## src/rtl/mealy_mac_chan_if.sv

```systemverilog
// mealy_mac_chan_if: beat-in / result-out bundle for mealy_mac_chan.
// The channel-select width is derived here so that both sides agree on it.
interface mealy_mac_chan_if #(
  parameter int WIDTH     = 9,
  parameter int ACC_WIDTH = 18,
  parameter int CHANNELS  = 4
);
  localparam int CHAN_W = (CHANNELS > 1) ? $clog2(CHANNELS) : 1;

  logic                        in_valid;
  logic [CHAN_W-1:0]           in_chan;
  logic signed [WIDTH-1:0]     in_x;
  logic signed [WIDTH-1:0]     in_y;
  logic                        in_clear;
  logic                        out_valid;
  logic [CHAN_W-1:0]           out_chan;
  logic signed [ACC_WIDTH-1:0] out_acc;
  logic                        out_ovf;

  modport master (
    output in_valid, in_chan, in_x, in_y, in_clear,
    input  out_valid, out_chan, out_acc, out_ovf
  );

  modport slave (
    input  in_valid, in_chan, in_x, in_y, in_clear,
    output out_valid, out_chan, out_acc, out_ovf
  );
endinterface

```

## src/rtl/mealy_mac_chan.sv

```systemverilog
// mealy_mac_chan: CHANNELS independent signed MAC accumulators, one channel
// updated per valid beat (acc <= acc + x*y, or x*y when cleared). The result
// beat carries the channel's pre-update value one cycle later (Mealy
// "output old state, store new state").
// Optional build macro MEALY_MAC_SATURATE_EN: clamp the stored accumulator
// on overflow instead of two's-complement wrap. out_ovf is the same either way.

// One accumulator register; the top decides when and what to write.
module mealy_mac_chan_lane #(
  parameter int ACC_WIDTH = 18
) (
  input  logic                 i_clk,
  input  logic                 i_rst_n,
  input  logic                 i_we,
  input  logic [ACC_WIDTH-1:0] i_wdata,
  output logic [ACC_WIDTH-1:0] o_acc
);
  logic [ACC_WIDTH-1:0] r_acc;

  // Accumulator state, cleared by the asynchronous reset.
  always_ff @(posedge i_clk or negedge i_rst_n) begin
    if (!i_rst_n)  r_acc <= '0;
    else if (i_we) r_acc <= i_wdata;
  end

  assign o_acc = r_acc;
endmodule

module mealy_mac_chan #(
  parameter int WIDTH     = 9,
  parameter int ACC_WIDTH = 18,
  parameter int CHANNELS  = 4
) (
  input  logic             system1000,
  input  logic             system1000_rstn,
  mealy_mac_chan_if.slave  bus
);
  localparam int CHAN_W = (CHANNELS > 1) ? $clog2(CHANNELS) : 1;
  localparam int PW     = 2 * WIDTH;

  localparam logic [ACC_WIDTH-1:0] ACC_MAX = {1'b0, {(ACC_WIDTH-1){1'b1}}};
  localparam logic [ACC_WIDTH-1:0] ACC_MIN = {1'b1, {(ACC_WIDTH-1){1'b0}}};

  // The sum must hold any full-width product without loss.
  if (ACC_WIDTH < PW) begin : g_width_chk
    $error("mealy_mac_chan: ACC_WIDTH must be at least 2*WIDTH");
  end

  logic [CHANNELS-1:0][ACC_WIDTH-1:0] w_acc;
  logic signed [PW-1:0]               w_prod;
  logic signed [ACC_WIDTH:0]          w_prod_ext;
  logic [ACC_WIDTH-1:0]               w_old;
  logic [ACC_WIDTH-1:0]               w_base;
  logic signed [ACC_WIDTH:0]          w_sum;
  logic                               w_ovf;
  logic                               w_in_range;
  logic [ACC_WIDTH-1:0]               w_wdata;

  logic                               r_out_valid;
  logic [CHAN_W-1:0]                  r_out_chan;
  logic [ACC_WIDTH-1:0]               r_out_acc;
  logic                               r_out_ovf;

  // Only reachable when CHANNELS is not a power of two.
  assign w_in_range = ({1'b0, bus.in_chan} < (CHAN_W+1)'(CHANNELS));

  // Old value of the selected channel; zero for an unpopulated channel index.
  always_comb begin
    w_old = '0;
    for (int c = 0; c < CHANNELS; c++)
      if (bus.in_chan == CHAN_W'(c)) w_old = w_acc[c];
  end

  assign w_prod     = bus.in_x * bus.in_y;
  assign w_prod_ext = {{(ACC_WIDTH+1-PW){w_prod[PW-1]}}, w_prod};
  assign w_base     = bus.in_clear ? '0 : w_old;
  // One guard bit is enough: |product| <= 2^(PW-2) fits under the extra bit.
  assign w_sum      = $signed({w_base[ACC_WIDTH-1], w_base}) + w_prod_ext;
  assign w_ovf      = w_sum[ACC_WIDTH] ^ w_sum[ACC_WIDTH-1];

`ifdef MEALY_MAC_SATURATE_EN
  // Clamp toward the sign of the true (guard-bit) sum.
  assign w_wdata = w_ovf ? (w_sum[ACC_WIDTH] ? ACC_MIN : ACC_MAX)
                         : w_sum[ACC_WIDTH-1:0];
`else
  assign w_wdata = w_sum[ACC_WIDTH-1:0];
`endif

  for (genvar c = 0; c < CHANNELS; c++) begin : g_lane
    mealy_mac_chan_lane #(.ACC_WIDTH(ACC_WIDTH)) u_lane (
      .i_clk   (system1000),
      .i_rst_n (system1000_rstn),
      .i_we    (bus.in_valid && w_in_range && (bus.in_chan == CHAN_W'(c))),
      .i_wdata (w_wdata),
      .o_acc   (w_acc[c])
    );
  end

  // Result beat: old value of the channel, held while no beat arrives.
  always_ff @(posedge system1000 or negedge system1000_rstn) begin
    if (!system1000_rstn) begin
      r_out_valid <= 1'b0;
      r_out_chan  <= '0;
      r_out_acc   <= '0;
      r_out_ovf   <= 1'b0;
    end else begin
      r_out_valid <= bus.in_valid;
      if (bus.in_valid) begin
        r_out_chan <= bus.in_chan;
        r_out_acc  <= w_in_range ? w_old : '0;
        r_out_ovf  <= w_in_range && w_ovf;
      end
    end
  end

  assign bus.out_valid = r_out_valid;
  assign bus.out_chan  = r_out_chan;
  assign bus.out_acc   = r_out_acc;
  assign bus.out_ovf   = r_out_ovf;
endmodule

```

## src/flat_wrapper.sv

```systemverilog
// flat-port wrapper written by rule: the top's interface ports become plain ports
module mealy_mac_chan_flat 
#(
  parameter int WIDTH     = 9,
  parameter int ACC_WIDTH = 18,
  parameter int CHANNELS  = 4
)
  (system1000, system1000_rstn, bus_in_valid, bus_in_chan, bus_in_x, bus_in_y, bus_in_clear, bus_out_valid, bus_out_chan, bus_out_acc, bus_out_ovf);
  mealy_mac_chan_if #(.WIDTH(WIDTH), .ACC_WIDTH(ACC_WIDTH), .CHANNELS(CHANNELS)) bus_i ();
  input  logic system1000;
  input  logic system1000_rstn;
  input wire logic [$bits(bus_i.in_valid)-1:0] bus_in_valid;
  input wire logic [$bits(bus_i.in_chan)-1:0] bus_in_chan;
  input wire logic [$bits(bus_i.in_x)-1:0] bus_in_x;
  input wire logic [$bits(bus_i.in_y)-1:0] bus_in_y;
  input wire logic [$bits(bus_i.in_clear)-1:0] bus_in_clear;
  output wire logic [$bits(bus_i.out_valid)-1:0] bus_out_valid;
  output wire logic [$bits(bus_i.out_chan)-1:0] bus_out_chan;
  output wire logic [$bits(bus_i.out_acc)-1:0] bus_out_acc;
  output wire logic [$bits(bus_i.out_ovf)-1:0] bus_out_ovf;
  assign bus_i.in_valid = bus_in_valid;
  assign bus_i.in_chan = bus_in_chan;
  assign bus_i.in_x = bus_in_x;
  assign bus_i.in_y = bus_in_y;
  assign bus_i.in_clear = bus_in_clear;
  assign bus_out_valid = bus_i.out_valid;
  assign bus_out_chan = bus_i.out_chan;
  assign bus_out_acc = bus_i.out_acc;
  assign bus_out_ovf = bus_i.out_ovf;
  mealy_mac_chan #(.WIDTH(WIDTH), .ACC_WIDTH(ACC_WIDTH), .CHANNELS(CHANNELS)) u_core (.system1000(system1000), .system1000_rstn(system1000_rstn), .bus(bus_i));
endmodule
```

## config.mk

```make
export PLATFORM = sky130hd
export DESIGN_NAME = mealy_mac_chan_flat
export DESIGN_NICKNAME = d
export VERILOG_FILES = /design/src/rtl/mealy_mac_chan_if.sv /design/src/rtl/mealy_mac_chan.sv /design/src/flat_wrapper.sv
export SDC_FILE = /design/constraint.sdc
export NUM_CORES = 1
export LEC_CHECK = 0
export CAP_MARGIN = 20
export CORE_UTILIZATION = 40
export CTS_BUF_LIST = sky130_fd_sc_hd__clkbuf_4 sky130_fd_sc_hd__clkbuf_8 sky130_fd_sc_hd__clkbuf_16
export CTS_CLUSTER_SIZE = 40
export DETAILED_ROUTE_END_ITERATION = 12
export GPL_ROUTABILITY_DRIVEN = 0
export MAX_ROUTING_LAYER = met4
export PLACE_DENSITY = 0.7
export SETUP_SLACK_MARGIN = 0.02
export SLEW_MARGIN = 20
export SYNTH_ARGS = -nofsm -noshare
export SYNTH_HDL_FRONTEND = slang
export SYNTH_SLANG_ARGS = --single-unit
```

## constraint.sdc

```tcl
create_clock -name system1000 -period 4.5 [get_ports system1000]
set_input_delay 0.9 -clock system1000 [delete_from_list [all_inputs] [get_ports system1000]]
set_output_delay 0.9 -clock system1000 [all_outputs]
set_load 0.01 [all_outputs]
```

[Yosys cells after proc, flatten, opt, wreduce, memory -nomap -nowiden]
Cells that the tools add are included.
Word-level totals
  output and inout port bits: 22
  register bits: 94
  input bits: 24
Cells by class
  equal/unequal tests: 3
  $mul: 1
  bitwise operators: 1
  add/sub/neg operators: 1
  reductions and logical operators: 5
  mux-type cells: 5
Operators with widths (count)
  $mux 18: 5
  $add 18x18->19: 1
  $mul 9x9->18: 1
  $eq 2x2->1 const B: 2
  $logic_and 1x1->1: 4
  $eq 2x1->1 const B: 1
  $logic_not 2->1: 1
  $xor 1x1->1: 1

[Longest topological paths before layout]
Gate-level depths: netlist of run 1.
  depth in word-level cells: 8
  mapped depth: 21

[Hierarchy]
A second synthesis of run 1 with hierarchy kept.
Unflattened totals
  cell total of the unflattened synthesis: 694
  area, all modules: 8176.6 um2
Modules (own cells, without submodules)
  mealy_mac_chan: area each 5288.8 um2, cells an instance 542, times used 1
  mealy_mac_chan_lane: area each 721.9 um2, cells an instance 38, times used 4

[Least setup slack after synthesis of run 1]
No wires, ideal clock.
  path kind: input -> register
  from: input port bus_in_x[5]
  to: register u_core.r_out_ovf (netlist: u_core.bus.out_ovf)
  stages: 19
  data required time: 4375 ps
  buffers on the path: 1
  slack: -1512 ps
  data arrival time: 5887 ps
  cell sequence: clkbuf_1 > and2_1 > fa_1 > inv_1 > fa_1 > inv_1 > fa_1 > fa_1 > inv_1 > fa_1 > inv_1 > ha_1 > a211o_1 > a211o_1 > a211o_2 > a31oi_4 > xnor3_1 > xor2_1 > mux2_4
Between the ends
  word-level cells in the longest chain between the ends: 3
RTL lines
  start: declaration: line flat_wrapper.sv:14  | input wire logic [$bits(bus_i.in_x)-1:0] bus_in_x;
  $mul 9x9->18: line mealy_mac_chan.sv:74  | assign w_prod = bus.in_x * bus.in_y;
  $add 18x18->19: line mealy_mac_chan.sv:78  | assign w_sum = $signed({w_base[ACC_WIDTH-1], w_base}) + w_prod_ext;
  $xor 1x1->1: line mealy_mac_chan.sv:79  | assign w_ovf = w_sum[ACC_WIDTH] ^ w_sum[ACC_WIDTH-1];
  end signal: assignment: line mealy_mac_chan.sv:111  | r_out_ovf <= w_in_range && w_ovf;
  end: declaration: line mealy_mac_chan.sv:62  | logic r_out_ovf;
No other way between the ends.
A chain may end at the register's enable or synchronous reset.

[Final worst setup path of run 1]
  from: input port bus_in_x[4]
  to: register u_core.r_out_ovf (netlist: u_core.bus.out_ovf)
The elaborated chain is that of the path after synthesis.

==> results of run 1 <==
## cells in the final DEF (no fill, tap or decap), drive strengths merged, types with 24 or more instances in the layout
master         count
inv              135
dfrtp             94
mux2              38
ha                50
fa                87
nor2b             24
o21ai             62
buf              166
and2              25
clkdlybuf4s50     24
nand2            109
## cell families (layout without fill, tap and decap cells)
logic type | count (synthesis) | count (layout) | share of synthesized area
simple gates | 177 | 177 | 0.106
fa+ha+maj | 137 | 137 | 0.304
buf+inv | 173 | 344 | 0.0833
xor+xnor | 22 | 22 | 0.0265
flops | 94 | 94 | 0.302
compound gates | 94 | 94 | 0.0716
mux | 56 | 56 | 0.107
## layer usage
metal,track usage,vias to the layer above
li1,-,2713
met1,0.257,2915
met2,0.346,115
met3,0.0202,24
met4,0.0526,0
met5,-,-
## sequential cells by signal, indices dropped and copies added (netlist names)
signal and count:
u_core.g_lane.u_lane.o_acc 72, u_core.bus.out_acc 18, u_core.bus.out_chan 2, u_core.bus.out_ovf 1
u_core.bus.out_valid 1
## timing repair
| action | 4_1_cts | 5_1_grt |
|---|---|---|
| resized for setup | 219 | 93 |
| cloned | 1 | 1 |
| buffers inserted | 28 | 14 |
| pin swaps | 61 | 64 |
| endpoints found under the hold margin | 0 | 0 |
| setup endpoints to repair | 57 | 50 |
## through the flow
| stage | std cells | worst slack, ps |
|---|---|---|
| after floorplan | 753 | -1330 |
| after global placement | 1133 | -2020 |
| after detailed placement | 1133 | -2030 |
| after CTS | 1174 | -1180 |
| after global routing | 1184 | -1190 |
| final | 1184 | -1080 |
## final cells by class
type                       instances  area [sq um]  share of cell area
clock inverter                     4          47.5             0.00440
timing repair buffer             194          1800               0.166
inverter                         135           507              0.0469
tap                              260           325              0.0301
clock buffer                      11           246              0.0228
sequential                        94          2350               0.218
multi-input combinational        486          5530               0.512
## worst paths after layout
check | end | slack (ps) | cells after the start
min in group asynchronous | u_core.g_lane[3].u_lane.o_acc[2] | 710 | 1
min reg2reg | u_core.g_lane[3].u_lane.o_acc[13] | 480 | 2
max in group asynchronous | u_core.g_lane[0].u_lane.o_acc[14] | 2970 | 2
max | u_core.bus.out_ovf | -1080 | 19
max reg2reg | u_core.bus.out_ovf | -340 | 15
min | u_core.g_lane[3].u_lane.o_acc[13] | 480 | 2
## critical path: cells and delay by family
family	cells	cell delay, ps
AOI/OAI and AO/OA	4	1080
and+or+nand+nor	1	150
xor gates and xnor gates	2	430
muxes	1	280
adders and majority gates	6	2700
buffers and inverters	5	280
==> run_results.csv, run 1 <==
group,metric,value,unit
status,status,"complete, but fails checks",
status,violations,"setup timing",
cts,cts_root_buffer,"clkbuf_16",
drt,totalWireLength,18600,microns
yosys,synth_edf_count,0,
drt,firstDrtPassIters,4,
drt,ant_nets,0,
place,place_area,0.00944,sq mm
worst_hold_path,hp-class,"register to register",
place,post-dp-hpwl,13200,microns
drt,top_layer,"met4",
drt,wl_met3,523,microns
drt,viasPerCell,4.87,
global_route,grt_pass1_vias,6247,
setup_path,start_kind,"input port",
global_route,grt_pass1_wl,30900,microns
global_route,antenna_found_initial,0,
sta,tightest_slew,1110,ps
floorplan,die_h,142,microns
setup_path,arrival,5800,ps
yosys,ys.flop_type,"dfrtp_1",
cells_and_area,fin_area,0.0108,sq mm
cells_and_area,fillers,1517,
drt,wl_met2,9800,microns
setup_path,crit_slowest_cell,"fa_1",
yosys,ys_top_cells_by_count,"inv_1 (135), nand2_1 (109), dfrtp_1 (94)",
floorplan,initial_core_util,0.413,
sta,maxSlewHeadroom,0.256,
yosys,ys_types,38,
setup_path,cp-startpoint,"bus_in_x[4]",
floorplan,rows,50,
cts,holdBufCountCts,0,
yosys,syn_inst,753,
cts,h-tree-depth,3,
floorplan,core_area,0.0189,sq mm
sta,timing.setup.tns,-29800,ps
global_route,grt_overflow,0,
cts,cts_max_path_buffers,2,
yosys,avgSynthCellArea,10.4,sq um
setup_path,cp_max_fo,2,
yosys,synth_top_area_share,0.302,
cts,clk_pin_slew,60,ps
sta,hold_viol,0,
yosys,synth.most_common_cell,"inv_1",
worst_hold_path,min_from,"u_core.g_lane[3].u_lane.o_acc[13]",
cells_and_area,antennaDiodeCount,0,
sta,fin_worst_skew,9.65,ps
sta,finalMaxSlewViolations,0,
sta,rsz0062_at_grt,"yes",
yosys,syn_nets,914,
drt,drtIter0Drc,220,
setup_path,timing.rr.start,"u_core.g_lane[0].u_lane.o_acc[8]",
setup_path,critPathRequiredTime,4720,ps
floorplan,die_x,142,microns
global_route,track_usage,0.202,
yosys,synth-seq-cells,94,
yosys,yosysSeqAreaShare,0.302,
setup_path,criticalPathCategory,"input port to register",
drt,vias,5767,
sta,fin_crit,5580,ps
yosys,syn_area,0.00780,sq mm
drt,m1WireLength,7980,microns
drt,drc,0,
setup_path,cpMostUsedCell,"fa_1",
yosys,async_flop_share,1.00,
floorplan,io_pins,46,
sta,fin_hold_ws,481,ps
cells_and_area,drive_gt1_frac,0.398,
cts,numCtsBuffers,9,
cts,cts.sinks,94,
floorplan,dieArea,0.0201,sq mm
yosys,synth_top_cell_by_area,"dfrtp_1",
job,maxCapViolations,0,
sta,fmax,0.179,GHz
place,io_buffers,45,
sta,setup_viol,49,
cts,insertion_delay,340,ps
yosys,yosys_warnings,0,
cells_and_area,syn_to_final_growth,38.5,%
sta,setup_ws,-1080,ps
yosys,synth_area_leaders,"dfrtp_1 (30%), fa_1 (22%), ha_1 (8.0%)",
drt,wl_per_cell,15.7,microns
sta,period_share,1.24,
setup_path,cp-end-kind,"register",
global_route,grt_max_degree,77,
cts,cts_tree,"done",
cells_and_area,postLayoutCoreUtil,0.572,
setup_path,crit_path_cell_trace,"buf_6 > and2_4 > fa_1 > inv_1 > fa_1 > inv_2 > fa_1 > fa_1 > inv_2 > fa_1 > inv_2 > ha_4 > a211o_1 > a211o_1 > a211o_4 > a31oi_4 > xnor3_1 > xor2_1 > mux2_4",
setup_path,cp_slowest_stage_delay,520,ps
cells_and_area,fin_nets,1081,
Power of run 1 is left out: the tool's default activity adds up to more than one toggle a clock period on the data nets, which glitch-free logic cannot reach.
==> run 2, diff against run 1 <==
--- a/config.mk
+++ b/config.mk
@@ -7,10 +7,10 @@
 export LEC_CHECK = 0
 export CAP_MARGIN = 20
 export CORE_UTILIZATION = 40
-export CTS_BUF_LIST = sky130_fd_sc_hd__clkbuf_4 sky130_fd_sc_hd__clkbuf_8 sky130_fd_sc_hd__clkbuf_16
 export CTS_CLUSTER_SIZE = 40
 export DETAILED_ROUTE_END_ITERATION = 12
 export GPL_ROUTABILITY_DRIVEN = 0
+export GPL_TIMING_DRIVEN = 0
 export MAX_ROUTING_LAYER = met4
 export PLACE_DENSITY = 0.7
 export SETUP_SLACK_MARGIN = 0.02
==> run_results.csv, run 2 (same netlist as run 1, synthesis figures left out) <==
group,metric,value,unit
drt,ant_nets,0,
sta,hold_viol,0,
setup_path,cpMostUsedCell,"fa_1",
setup_path,crit_family,"adder cells",
place,io_buffers,29,
cts,cts_root_buffer,"clkbuf_16",
sta,tightest_slew,713,ps
sta,setup_ws,-1170,ps
setup_path,arrival,5900,ps
floorplan,core_area,0.0189,sq mm
sta,maxSlewHeadroom,0.525,
place,dp_cells,1043,
cts,h-tree-depth,3,
setup_path,cp_max_fo,4,
setup_path,ff2ff_path_depth,15,
cells_and_area,layout_commonest_cell,"inv_1",
cts,holdBufCountCts,0,
cells_and_area,layout_common_cells,"inv_1 (129), nand2_1 (102), dfrtp_1 (94)",
setup_path,criticalPathCategory,"input port to register",
drt,totalWireLength,17100,microns
cells_and_area,syn_to_final_growth,22.5,%
cts,clk_pin_slew,60,ps
setup_path,crit_buf_inv,5,
floorplan,initial_core_util,0.413,
global_route,grt_pass1_wl,29100,microns
floorplan,dieArea,0.0201,sq mm
floorplan,die_h,142,microns
setup_path,cp_slowest_stage_delay,550,ps
floorplan,die_x,142,microns
drt,drc,0,
place,post-dp-hpwl,13100,microns
cts,numCtsBuffers,9,
cells_and_area,antennaDiodeCount,0,
setup_path,r2r-end,"u_core.bus.out_ovf",
global_route,antenna_found_initial,0,
worst_hold_path,hp-class,"input port to asynchronous set/reset pin",
setup_path,crit_slowest_cell,"fa_1",
cts,cts_tree,"done",
cells_and_area,largest_register_ffs,72,
global_route,grt_pass1_vias,5683,
setup_path,ff2ff_setup_slack,-320,ps
sta,fmax,0.176,GHz
global_route,grt_overflow,0,
sta,fin_crit,5670,ps
drt,firstDrtPassIters,4,
cts,cts_max_path_buffers,2,
sta,period_share,1.26,
job,maxCapViolations,0,
cells_and_area,drive_gt1_frac,0.224,
floorplan,rows,50,
drt,drtIter0Drc,282,
cells_and_area,fin_cells,1081,
cells_and_area,fin_nets,978,
global_route,track_usage,0.193,
status,violations,"setup timing",
cts,insertion_delay,350,ps
cts,cts.sinks,94,
setup_path,crit_path_cell_trace,"clkbuf_16 > and2_4 > fa_1 > inv_2 > fa_1 > inv_2 > fa_1 > fa_1 > inv_1 > fa_1 > inv_2 > ha_4 > a211o_1 > a211o_1 > a211o_4 > a31oi_4 > xnor3_1 > xor2_1 > mux2_4",
drt,wl_per_cell,15.8,microns
setup_path,cp-end-kind,"register",
status,status,"complete, but fails checks",
sta,setup_viol,41,
floorplan,io_pins,46,
setup_path,start_kind,"input port",
drt,viasPerCell,4.93,
sta,rsz0062_at_grt,"yes",
setup_path,critPathRequiredTime,4730,ps
sta,finalMaxSlewViolations,0,
setup_path,timing.rr.start,"u_core.g_lane[3].u_lane.o_acc[8]",
cells_and_area,fillers,1662,
global_route,grt_max_degree,74,
sta,fin_worst_skew,8.97,ps
drt,vias,5326,
-- run 2: cell count changes in the layout (fill, tap and decap cells not counted), sizes merged --
cell,previous run,this run
buf,166,28
bufbuf,1,0
clkbuf,12,50
clkinv,2,1
dlymetal6s2s,1,0
-- run 2: metrics by stage --
| step | TNS [ps] | cell area, sq um | hold WS (ps) | worst slack [ps] | utilization |
|---|---|---|---|---|---|
| finish | -30820 | 9550 | 398 | -1170 | 0.506 |
| CTS | -28230 | 9410 | 398 | -1190 | 0.498 |
| global placement | -172430 | 8660 | 458 | -2090 | 0.458 |
| global route | -37230 | 9550 | 410 | -1280 | 0.506 |
| floorplan | -33230 | 8040 | 445 | -1330 | - |
| detailed placement | -87350 | 8690 | 465 | -2120 | 0.460 |
-- run 2: routing by layer --
metal	GRT usage	part of all wire	wire length (microns)
met1	0.252	0.44	7560
met5	-	0	0
met3	0.0223	0.032	553
met4	0.0532	0.017	285
met2	0.318	0.51	8730
-- run 2: worst max path at each step --
stage,startpoint,end,slack [ps],cells past startpoint
after floorplan,bus_in_x[5],u_core.bus.out_ovf,-1330,19
after global placement,bus_in_chan[1],u_core.bus.out_ovf,-2090,18
after detailed placement,bus_in_chan[1],u_core.bus.out_ovf,-2120,18
final,bus_in_y[3],u_core.bus.out_ovf,-1170,19
after CTS,bus_in_y[3],u_core.bus.out_ovf,-1190,19
after global routing,bus_in_y[3],u_core.bus.out_ovf,-1280,19
-- run 2: final cells by class --
cell class	count	area, sq um	share of cell area
Clock buffer	12	236	0.0248
Sequential cell	94	2350	0.246
Clock inverter	3	46.3	0.00485
Inverter	135	507	0.0530
Timing Repair Buffer	54	523	0.0547
Tap cell	260	325	0.0340
Buffer	37	354	0.0371
Multi-Input combinational cell	486	5210	0.545
-- run 2: worst register-to-register path, cell delays in order (launching register included) --
cell and delay (ps):
dfrtp_1 370, mux4_2 510, nor2b_1 200, fa_1 500, fa_1 560, inv_1 50, fa_1 500, inv_2 50
ha_4 200, a211o_1 260, a211o_1 280, a211o_4 360, a31oi_4 180, xnor3_1 240, xor2_1 180, mux2_4 270
-- run 2: timing repair --
item,in CTS,in global routing
gates resized for setup,86,29
pin swaps,38,23
setup buffers,14,8
gates cloned,3,0
endpoints found under the setup margin,57,49
endpoints found under the hold margin,0,0
Power of run 2 is left out for the same reason.
==> run 3, diff against run 2 <==
--- a/config.mk
+++ b/config.mk
@@ -6,7 +6,9 @@
 export NUM_CORES = 1
 export LEC_CHECK = 0
 export CAP_MARGIN = 20
+export CORE_MARGIN = 2
 export CORE_UTILIZATION = 40
+export CTS_CLUSTER_DIAMETER = 120
 export CTS_CLUSTER_SIZE = 40
 export DETAILED_ROUTE_END_ITERATION = 12
 export GPL_ROUTABILITY_DRIVEN = 0
==> run_results.csv, run 3 (same netlist as run 1, synthesis figures left out) <==
group,metric,value,unit
place,place_area,0.00869,sq mm
sta,maxSlewHeadroom,0.558,
setup_path,crit_slowest_cell,"fa_1",
cells_and_area,postLayoutCoreUtil,0.502,
sta,timing.setup.tns,-30040,ps
setup_path,start_kind,"input port",
drt,totalWireLength,17300,microns
cells_and_area,fin_cells,1088,
cts,clk_pin_slew,60,ps
cells_and_area,fin_area,0.00967,sq mm
floorplan,core_area,0.0193,sq mm
sta,fmax,0.176,GHz
sta,hold_viol,0,
floorplan,rows,51,
setup_path,cpMostUsedCell,"fa_1",
setup_path,cp-end-kind,"register",
cts,insertion_delay,350,ps
status,violations,"setup timing",
global_route,track_usage,0.189,
cells_and_area,layout_commonest_cell,"inv_1",
cells_and_area,layout_common_cells,"inv_1 (121), nand2_1 (98), dfrtp_1 (94)",
sta,period_share,1.26,
drt,viasPerCell,4.97,
sta,fin_crit,5680,ps
cts,cts_root_buffer,"clkbuf_16",
drt,drc,0,
floorplan,die_x,144,microns
drt,wl_per_cell,15.9,microns
setup_path,cp_max_fo,5,
place,dp_cells,1048,
place,post-dp-hpwl,13100,microns
setup_path,cp_slowest_stage_delay,540,ps
floorplan,die_h,144,microns
setup_path,crit_path_cell_trace,"clkbuf_16 > and2_4 > fa_1 > inv_2 > fa_1 > inv_1 > fa_1 > fa_1 > inv_2 > fa_1 > inv_2 > ha_4 > a211o_1 > a211o_1 > a211o_4 > a31oi_4 > xnor3_1 > xor2_1 > mux2_4",
setup_path,critPathRequiredTime,4730,ps
setup_path,criticalPathCategory,"input port to register",
sta,fin_worst_skew,7.25,ps
drt,ant_nets,0,
job,maxCapViolations,0,
floorplan,initial_core_util,0.405,
cts,holdBufCountCts,0,
setup_path,ff2ff_setup_slack,-280,ps
cts,cts.sinks,94,
sta,setup_viol,45,
setup_path,r2r-end,"u_core.bus.out_ovf",
sta,tightest_slew,663,ps
setup_path,timing.rr.start,"u_core.g_lane[3].u_lane.o_acc[8]",
sta,rsz0062_at_grt,"yes",
sta,finalMaxSlewViolations,0,
global_route,grt_max_degree,80,
cells_and_area,largest_register_ffs,72,
cts,cts_tree,"done",
cells_and_area,antennaDiodeCount,0,
global_route,grt_overflow,0,
drt,firstDrtPassIters,6,
cts,cts_max_path_buffers,2,
cts,h-tree-depth,3,
cells_and_area,fin_nets,979,
cts,numCtsBuffers,9,
status,status,"complete, but fails checks",
sta,setup_ws,-1180,ps
floorplan,io_pins,46,
setup_path,ff2ff_path_depth,15,
global_route,grt_pass1_vias,5784,
place,io_buffers,29,
floorplan,dieArea,0.0206,sq mm
worst_hold_path,hp-class,"input port to asynchronous set/reset pin",
setup_path,arrival,5910,ps
global_route,antenna_found_initial,0,
drt,vias,5405,
cells_and_area,drive_gt1_frac,0.250,
cells_and_area,syn_to_final_growth,24.0,%
drt,drtIter0Drc,236,
global_route,grt_pass1_wl,29600,microns
run 3: cell types whose count changed in the layout (fill, tap and decap cells not counted), moves of 2 or more:
cell,delta
o21ai_2,+2
fa_1,-3
fa_2,+3
inv_2,+8
o21ai_0,-3
nand2_4,+3
clkbuf_1,-2
clkinv_2,+2
buf_6,+5
ha_1,-2
nand2_1,-4
inv_1,-8
clkbuf_8,-3
clkbuf_16,+2
run 3: cell type report:
cell class	count	area, sq um
Buffer	37	384
Fill cell	1706	9610
Multi-Input combinational cell	486	5280
Clock inverter	3	17.5
Tap cell	265	332
Timing Repair Buffer	55	524
Sequential cell	94	2350
Clock buffer	13	270
Inverter	135	507
run 3: worst max-delay path by stage:
stage	start	endpoint	cells past startpoint
floorplan	bus_in_x[5]	u_core.bus.out_ovf	19
global placement	bus_in_chan[1]	u_core.bus.out_ovf	18
detailed placement	bus_in_chan[1]	u_core.g_lane[0].u_lane.o_acc[16]	17
CTS	bus_in_y[3]	u_core.bus.out_ovf	19
global route	bus_in_y[3]	u_core.bus.out_ovf	19
finish	bus_in_y[3]	u_core.bus.out_ovf	19
run 3: metrics by stage:
stage	setup WS, ps	hold slack, ps
2_1_floorplan	-1330	445
3_3_place_gp	-2080	457
3_5_place_dp	-2160	468
4_1_cts	-1180	376
5_1_grt	-1300	375
6_report	-1180	372
run 3: what timing repair did:
action,CTS,global route
gates resized for setup,101,57
pin swaps,33,25
endpoints found under the setup margin,57,49
setup buffers,17,10
run 3: routing by layer:
metal	up-vias	share of wire	GRT usage
met3	16	0.033	0.0257
met4	0	0.010	0.0418
met5	-	0	-
met1	2787	0.44	0.250
met2	92	0.52	0.313
li1	2510	-	-
run 3: critical path: cells and delay by family:
kind | cells | cell delay [ps]
xor+xnor | 2 | 420
buf+inv | 5 | 310
fa+ha+maj | 6 | 2780
mux | 1 | 270
compound gates | 4 | 1070
simple gates | 1 | 150
Power of run 3 is left out for the same reason.
